===== src/rtl/signed_seq_divider.sv =====
// Iterative signed divider: 2*WIDTH-bit dividend / WIDTH-bit divisor, restoring
// shift-subtract on magnitudes, one quotient bit per enabled clock, truncating toward zero.
module signed_seq_divider #(
  parameter int WIDTH = 32
) (
  input  logic               clk,
  input  logic               reset,
  input  logic               en,
  input  logic               start,
  input  logic [2*WIDTH-1:0] dividend,
  input  logic [WIDTH-1:0]   divisor,
  output logic               busy,
  output logic               done,
  output logic [WIDTH-1:0]   quotient,
  output logic [WIDTH-1:0]   remainder,
  output logic               div_by_zero,
  output logic               overflow
);
  localparam int DW = 2 * WIDTH;
  localparam int CW = $clog2(DW);

  typedef enum logic [1:0] {IDLE, CALC, FIX} state_t;

  state_t           state_q, state_d;
  logic [CW-1:0]    cnt_q, cnt_d;
  logic [DW-1:0]    num_q, num_d;      // dividend magnitude shifting out, quotient shifting in
  logic [WIDTH-1:0] den_q, den_d;
  logic [WIDTH-1:0] rem_q, rem_d;
  logic             qneg_q, qneg_d, rneg_q, rneg_d;
  logic             done_q, done_d, dbz_q, dbz_d, ovf_q, ovf_d;
  logic [WIDTH-1:0] quo_q, quo_d, remo_q, remo_d;

  logic [DW-1:0]    dvd_mag, qs;
  logic [WIDTH-1:0] dvs_mag;
  logic [WIDTH:0]   rem_shift, diff;
  logic             ge, ovf_pos, ovf_neg;

  assign dvd_mag   = dividend[DW-1] ? -dividend : dividend;
  assign dvs_mag   = divisor[WIDTH-1] ? -divisor : divisor;
  assign rem_shift = {rem_q, num_q[DW-1]};
  assign ge        = rem_shift >= {1'b0, den_q};
  assign diff      = rem_shift - {1'b0, den_q};
  assign qs        = qneg_q ? -num_q : num_q;
  // Range test on the unsigned magnitude so that +2^(DW-1) is not mistaken for negative.
  assign ovf_pos   = |num_q[DW-1:WIDTH-1];
  assign ovf_neg   = (|num_q[DW-1:WIDTH]) | (num_q[WIDTH-1] & (|num_q[WIDTH-2:0]));

  always_ff @(posedge clk) begin
    if (reset) begin
      state_q <= IDLE;
      cnt_q   <= '0;
      num_q   <= '0;
      den_q   <= '0;
      rem_q   <= '0;
      qneg_q  <= 1'b0;
      rneg_q  <= 1'b0;
      done_q  <= 1'b0;
      dbz_q   <= 1'b0;
      ovf_q   <= 1'b0;
      quo_q   <= '0;
      remo_q  <= '0;
    end else if (en) begin
      state_q <= state_d;
      cnt_q   <= cnt_d;
      num_q   <= num_d;
      den_q   <= den_d;
      rem_q   <= rem_d;
      qneg_q  <= qneg_d;
      rneg_q  <= rneg_d;
      done_q  <= done_d;
      dbz_q   <= dbz_d;
      ovf_q   <= ovf_d;
      quo_q   <= quo_d;
      remo_q  <= remo_d;
    end
  end

  always_comb begin
    state_d = state_q;
    case (state_q)
      IDLE:    if (start && (divisor != '0)) state_d = CALC;
      CALC:    if (cnt_q == CW'(DW - 1)) state_d = FIX;
      FIX:     state_d = IDLE;
      default: state_d = IDLE;
    endcase
  end

  always_comb begin
    cnt_d  = cnt_q;
    num_d  = num_q;
    den_d  = den_q;
    rem_d  = rem_q;
    qneg_d = qneg_q;
    rneg_d = rneg_q;
    done_d = 1'b0;
    dbz_d  = dbz_q;
    ovf_d  = ovf_q;
    quo_d  = quo_q;
    remo_d = remo_q;
    case (state_q)
      IDLE: begin
        if (start) begin
          if (divisor == '0) begin
            quo_d  = '1;
            remo_d = dividend[WIDTH-1:0];
            dbz_d  = 1'b1;
            ovf_d  = 1'b0;
            done_d = 1'b1;
          end else begin
            num_d  = dvd_mag;
            den_d  = dvs_mag;
            rem_d  = '0;
            cnt_d  = '0;
            qneg_d = dividend[DW-1] ^ divisor[WIDTH-1];
            rneg_d = dividend[DW-1];
          end
        end
      end
      CALC: begin
        num_d = {num_q[DW-2:0], ge};
        rem_d = ge ? diff[WIDTH-1:0] : rem_shift[WIDTH-1:0];
        cnt_d = cnt_q + 1'b1;
      end
      FIX: begin
        quo_d  = qs[WIDTH-1:0];
        remo_d = rneg_q ? -rem_q : rem_q;
        ovf_d  = qneg_q ? ovf_neg : ovf_pos;
        dbz_d  = 1'b0;
        done_d = 1'b1;
      end
      default: ;
    endcase
  end

  always_comb begin
    busy        = (state_q != IDLE);
    done        = done_q;
    quotient    = quo_q;
    remainder   = remo_q;
    div_by_zero = dbz_q;
    overflow    = ovf_q;
  end
endmodule


===== config.mk =====
export PLATFORM = sky130hd
export DESIGN_NAME = signed_seq_divider
export DESIGN_NICKNAME = d
export VERILOG_FILES = /design/src/rtl/signed_seq_divider.sv
export SDC_FILE = /design/constraint.sdc
export NUM_CORES = 1
export LEC_CHECK = 0
export BUFFER_PORTS_ARGS = -buffer_cell sky130_fd_sc_hd__buf_4
export CORE_UTILIZATION = 40
export CTS_CLUSTER_SIZE = 20
export DETAILED_ROUTE_END_ITERATION = 10
export MAX_ROUTING_LAYER = met4
export SYNTH_ARGS = -nofsm -noshare
export SYNTH_HDL_FRONTEND = slang
export SYNTH_SLANG_ARGS = --single-unit

===== constraint.sdc =====
create_clock -name clk -period 4.9 [get_ports clk]
set_input_delay 1.47 -clock clk [delete_from_list [all_inputs] [get_ports clk]]
set_output_delay 1.47 -clock clk [all_outputs]
set_load 0.01 [all_outputs]

# Word level (Yosys, flattened, before mapping)
# Index checks and enable logic that the tools add are counted.
[totals]
ram_bits = 0
inputBits = 100
mem_count = 0
mem_bits_ro = 0
latch_bits = 0
word_cells = 78
reg_bits = 205
output_inout_bits = 68
[classes]
muxes = 33
div = 0
mul = 0
bitwise = 4
shift = 0
addsub = 6
reduce_logical = 14
n_eq_ne = 8
magnitude_cmp = 1
[op_table]
columns = ["op", "count"]
rows = [
  ["$mux 32", 10],
  ["$mux 64", 3],
  ["$pmux 32 s2", 3],
  ["$pmux 64 s2", 1],
  ["$neg 32->32", 3],
  ["$neg 64->64", 1],
  ["$ge 33x32->1", 1],
  ["$reduce_or 33->1", 1],
  ["$logic_not 32->1", 1],
  ["$reduce_bool 32->1", 1],
  ["$reduce_or 32->1", 1],
  ["$sub 32x32->32", 1],
  ["$reduce_or 31->1", 1],
  ["$mux 6", 2],
  ["$pmux 6 s2", 1],
  ["$reduce_and 4->1", 3],
  ["$ne 2x2->1 const B", 5],
  ["$mux 1", 7],
  ["$add 6x1->6 const B", 1],
  ["$eq 6x6->1 const B", 1],
  ["$pmux 1 s2", 3],
  ["$reduce_bool 2->1", 3],
  ["$mux 2", 2],
  ["$pmux 2 s2", 1],
  ["9 further kinds", 9],
]

# Longest topological paths before layout
[depth]
ltp_word = 5
depth_mapped = 14

# Worst setup path after synthesis
# Ideal clock, no wire load.
[synth_timing]
path_type = "in2reg"
startpoint = "in divisor[6]"
endpoint = "reg num_q[0]"
path_stages = 9
slack_ns = 0.972
arrival_ns = 3.800
cell_sequence = "or4_1 or3_1 or4_4 and3b_2 nor2b_1 clkbuf_1 clkbuf_1 a222oi_1 nor2_1"
[synth_via]
elab_chain_len = 3
[synth_lines]
columns = ["element", "line_no", "text"]
rows = [
  ["start, declared", "11", "input logic [WIDTH-1:0] divisor,"],
  ["$logic_not 32->1", "103", "if (divisor == '0) begin"],
  ["$ne 2x2->1 (no line)", "n/a", ""],
  ["$reduce_and 4->1 (no line)", "n/a", ""],
  ["end signal, assigned", "65", "num_q <= num_d;"],
  ["end, declared", "26", "logic [DW-1:0] num_q, num_d;"],
]
# Every way passes these cells.
# A chain may end at the register's enable or synchronous reset.

# Worst setup path after layout
[layout_timing]
startpoint = "in divisor[6]"
endpoint = "reg num_q[35]"
# Same word-level chain as after synthesis.

==> results.ini <==
[status]
status=finished clean

[routing]
antenna_left=0
via_per_inst=5.73
drt-total-wl_um=40600
post_drt_wl_per_cell_um=18.8
routed-via-count=12393
drt_iter0_markers=949
m1WireLength_um=18900
drc=0
route.met3.wl_um=1860
maxUsedRoutingLayer=met4
wl_met2_um=18300
first_pass_iters=5

[pwr]
finalPower_mw=4.52
power.leakage_nw=5.93
ir_drop_uv=248
power_density_mw_per_mm2=296

[floorplan]
core_mm2=0.0315
die_w_um=181
die_h_um=181
std_cell_rows=65
die_area_mm2=0.0327
num_io_pins=168
start_util_pct=40.6

[clock_network]
postCtsSetupRepairBufs=0
insertion_delay_ns=0.53
cts_buffers=25
clock-sinks=205
cts_max_level=1
clk_path_buf_depth=3
post_cts_resized=0
cts_root_buffer=clkbuf_16
clkTransAtPathRegs_ns=0.06
cts_tree=built
ctsHoldBuffers=0

[cells_and_area]
drive_gt1_share_pct=14.7
area_growth_pct=19.6
fill_cells=3091
multi_input_area_mm2=0.00810
layout.nets=1878
diodes=0
ff_latch_area_mm2=0.00410

[synthesis]
synthTopCellsByCount=205 x dfxtp_1, 192 x nor2_1, 157 x nand2_1
yosys.area_share.simple_pct=18.9
synth.area.mux_share_pct=1.81
yosysUniqueCellTypes=67
yosys_warnings=0
ys_ff_latch=205
synth_top_area_share_pct=32.1
synth_compound_area_share_pct=26.2
async_flop_share_pct=0
synth.area.top_cells=dfxtp_1 32%, xor2_1 8.0%, nor2_1 5.6%
synth-xor-area-share_pct=12.3
yosysSeqAreaShare_pct=32.1
synth_fa_ha_area_share_pct=3.78
synth.most_common_cell=dfxtp_1
synth_cells=1624
synth_top_family_by_area=compound AO/OA/AOI/OAI gates
syn_nets=1762
synthFlopType=dfxtp_1
syn_area_mm2=0.0128
avgSynthCellArea_um2=7.87
synth_edf_count=0
yosys.area.top_type=dfxtp_1

[worst_setup_path]
crit_type=input pin to register
r2r-end=rem_q[11]$_SDFFE_PP0P_
crit_buf_inv=2
crit_required_ns=5.35
ff2ff_path_depth=10
reg2reg_from=rem_q[22]$_SDFFE_PP0P_
cp-end-kind=register
cp_slowest_cell=or4_1
rrSetupSlack_ns=1.07
crit_fanout=69
slowest_delay_ns=0.56
path_cells=buf_4, or4_1, or3_1, or4_4, and3b_2, nor2b_1, o21a_4, nor2_8, buf_12, a22oi_1, o21ai_0
crit_family=simple AND/OR/NAND/NOR gates
start_kind=input pin
arrival_ns=4.38

[min_path]
min_path_cells=2
min_to=remainder[3]$_SDFFE_PP0P_
hp-start=remainder[3]$_SDFFE_PP0P_
hold_class=register to register

[placement]
io_buffers=167
place.gp.congestion=0.913
detailed_place_hpwl_um=30800

[timing]
min_period_over_period_pct=80.2
tightestPinTransition_ns=1.16
min_period_ns=3.93
slew-limit-headroom_pct=22.9
timing.hold.ws_ns=0.464
max_freq_ghz=0.255
fin_setup_tns_ns=0
hold_violations=0
setup_viol=0
slew_violations=0
finClkSkew_ns=0.0148
rsz0062_at_grt=false

[grt]
grt_max_degree=79
grt_pass1_vias=11357
antenna_found_initial=0
grt.total_usage_pct=25.1
overflow=0
grt_pass1_wl_um=63900

[run]
cap_violations=0

-- layer usage --
metal  vias up  track usage (%)
met4         0             9.30
met5         -                -
met2       339             39.2
li1       6137                -
met3        77             2.56
met1      5840             33.6
-- cell families after synthesis --
kind of cell,after synthesis
compound gates,503
xor+xnor,179
fa+ha+maj,38
buf+inv,156
flops,205
mux,23
simple gates,520
-- placed cells by master, fill, tap and decap left out, types with 4 or more instances in the layout --
cell	count
nand3_1	20
nand2_1	157
mux2i_1	22
a222oi_1	18
nor3_1	26
or2_2	4
nor2_1	192
nor4_1	17
a221oi_1	8
a211oi_1	76
nor2b_1	9
or3_1	15
a311oi_1	7
clkbuf_16	25
o211ai_1	16
and3_1	7
a221o_1	6
bufinv_16	4
xnor2_1	62
o21ai_0	136
a22oi_1	32
o41ai_1	27
clkinv_2	4
inv_1	53
o21a_1	5
dfxtp_1	205
o31ai_1	38
or4_1	19
ha_1	37
buf_4	189
a21o_1	12
nand2b_1	14
nand4_1	17
xor2_1	117
o22ai_1	4
clkbuf_8	7
a21oi_1	86
o21bai_1	6
-- flip-flops by register name (all words and copies together) (netlist names) --
register	flops
num_q	64
den_q	32
quotient	32
rem_q	32
remainder	32
cnt_q	6
state_q	2
div_by_zero	1
done	1
overflow	1
qneg_q	1
rneg_q	1
-- worst min-delay path, stage by stage, from the launching register on --
cell     delay (ns)
dfxtp_1        0.31
nand2_1        0.05
a21oi_1        0.05
-- through the flow --
step / setup WS, ns / utilization, % / cells / cell area [um2]
after floorplan: 0.972 / - / 1624 / 12800
after global placement: 0.504 / 45.7 / 2115 / 14400
final: 0.971 / 48.6 / 2161 / 15300
after global routing: 0.808 / 48.6 / 2161 / 15300
after CTS: 0.993 / 48.6 / 2161 / 15300
after detailed placement: 0.444 / 45.7 / 2115 / 14400
-- final cells by class --
class,count,share of cell area [%]
clock buffers,35,4.80
clock inverters,11,1.10
well taps,402,3.29
flip-flops and latches,205,26.9
inverters,53,1.30
repair buffers,192,9.68
multi-input cells,1263,53.0
-- power breakdown --
group / switching [mW] / internal [mW]
registers: 0.0521 / 1.72
logic: 0.438 / 0.299
clock network: 0.758 / 1.26
-- worst max-delay path by stage --
stage	end	depth (start not counted)	slack, ns	startpoint
4_1_cts	num_q[35]$_SDFFE_PP0P_	11	0.99	divisor[6]
2_1_floorplan	num_q[0]$_SDFFE_PP0P_	9	0.97	divisor[6]
5_1_grt	num_q[60]$_SDFFE_PP0P_	11	0.81	divisor[6]
3_3_place_gp	num_q[34]$_SDFFE_PP0P_	11	0.50	divisor[6]
3_5_place_dp	num_q[35]$_SDFFE_PP0P_	11	0.44	divisor[6]
6_report	num_q[35]$_SDFFE_PP0P_	11	0.97	divisor[6]
(Power assumes the default switching activity.)
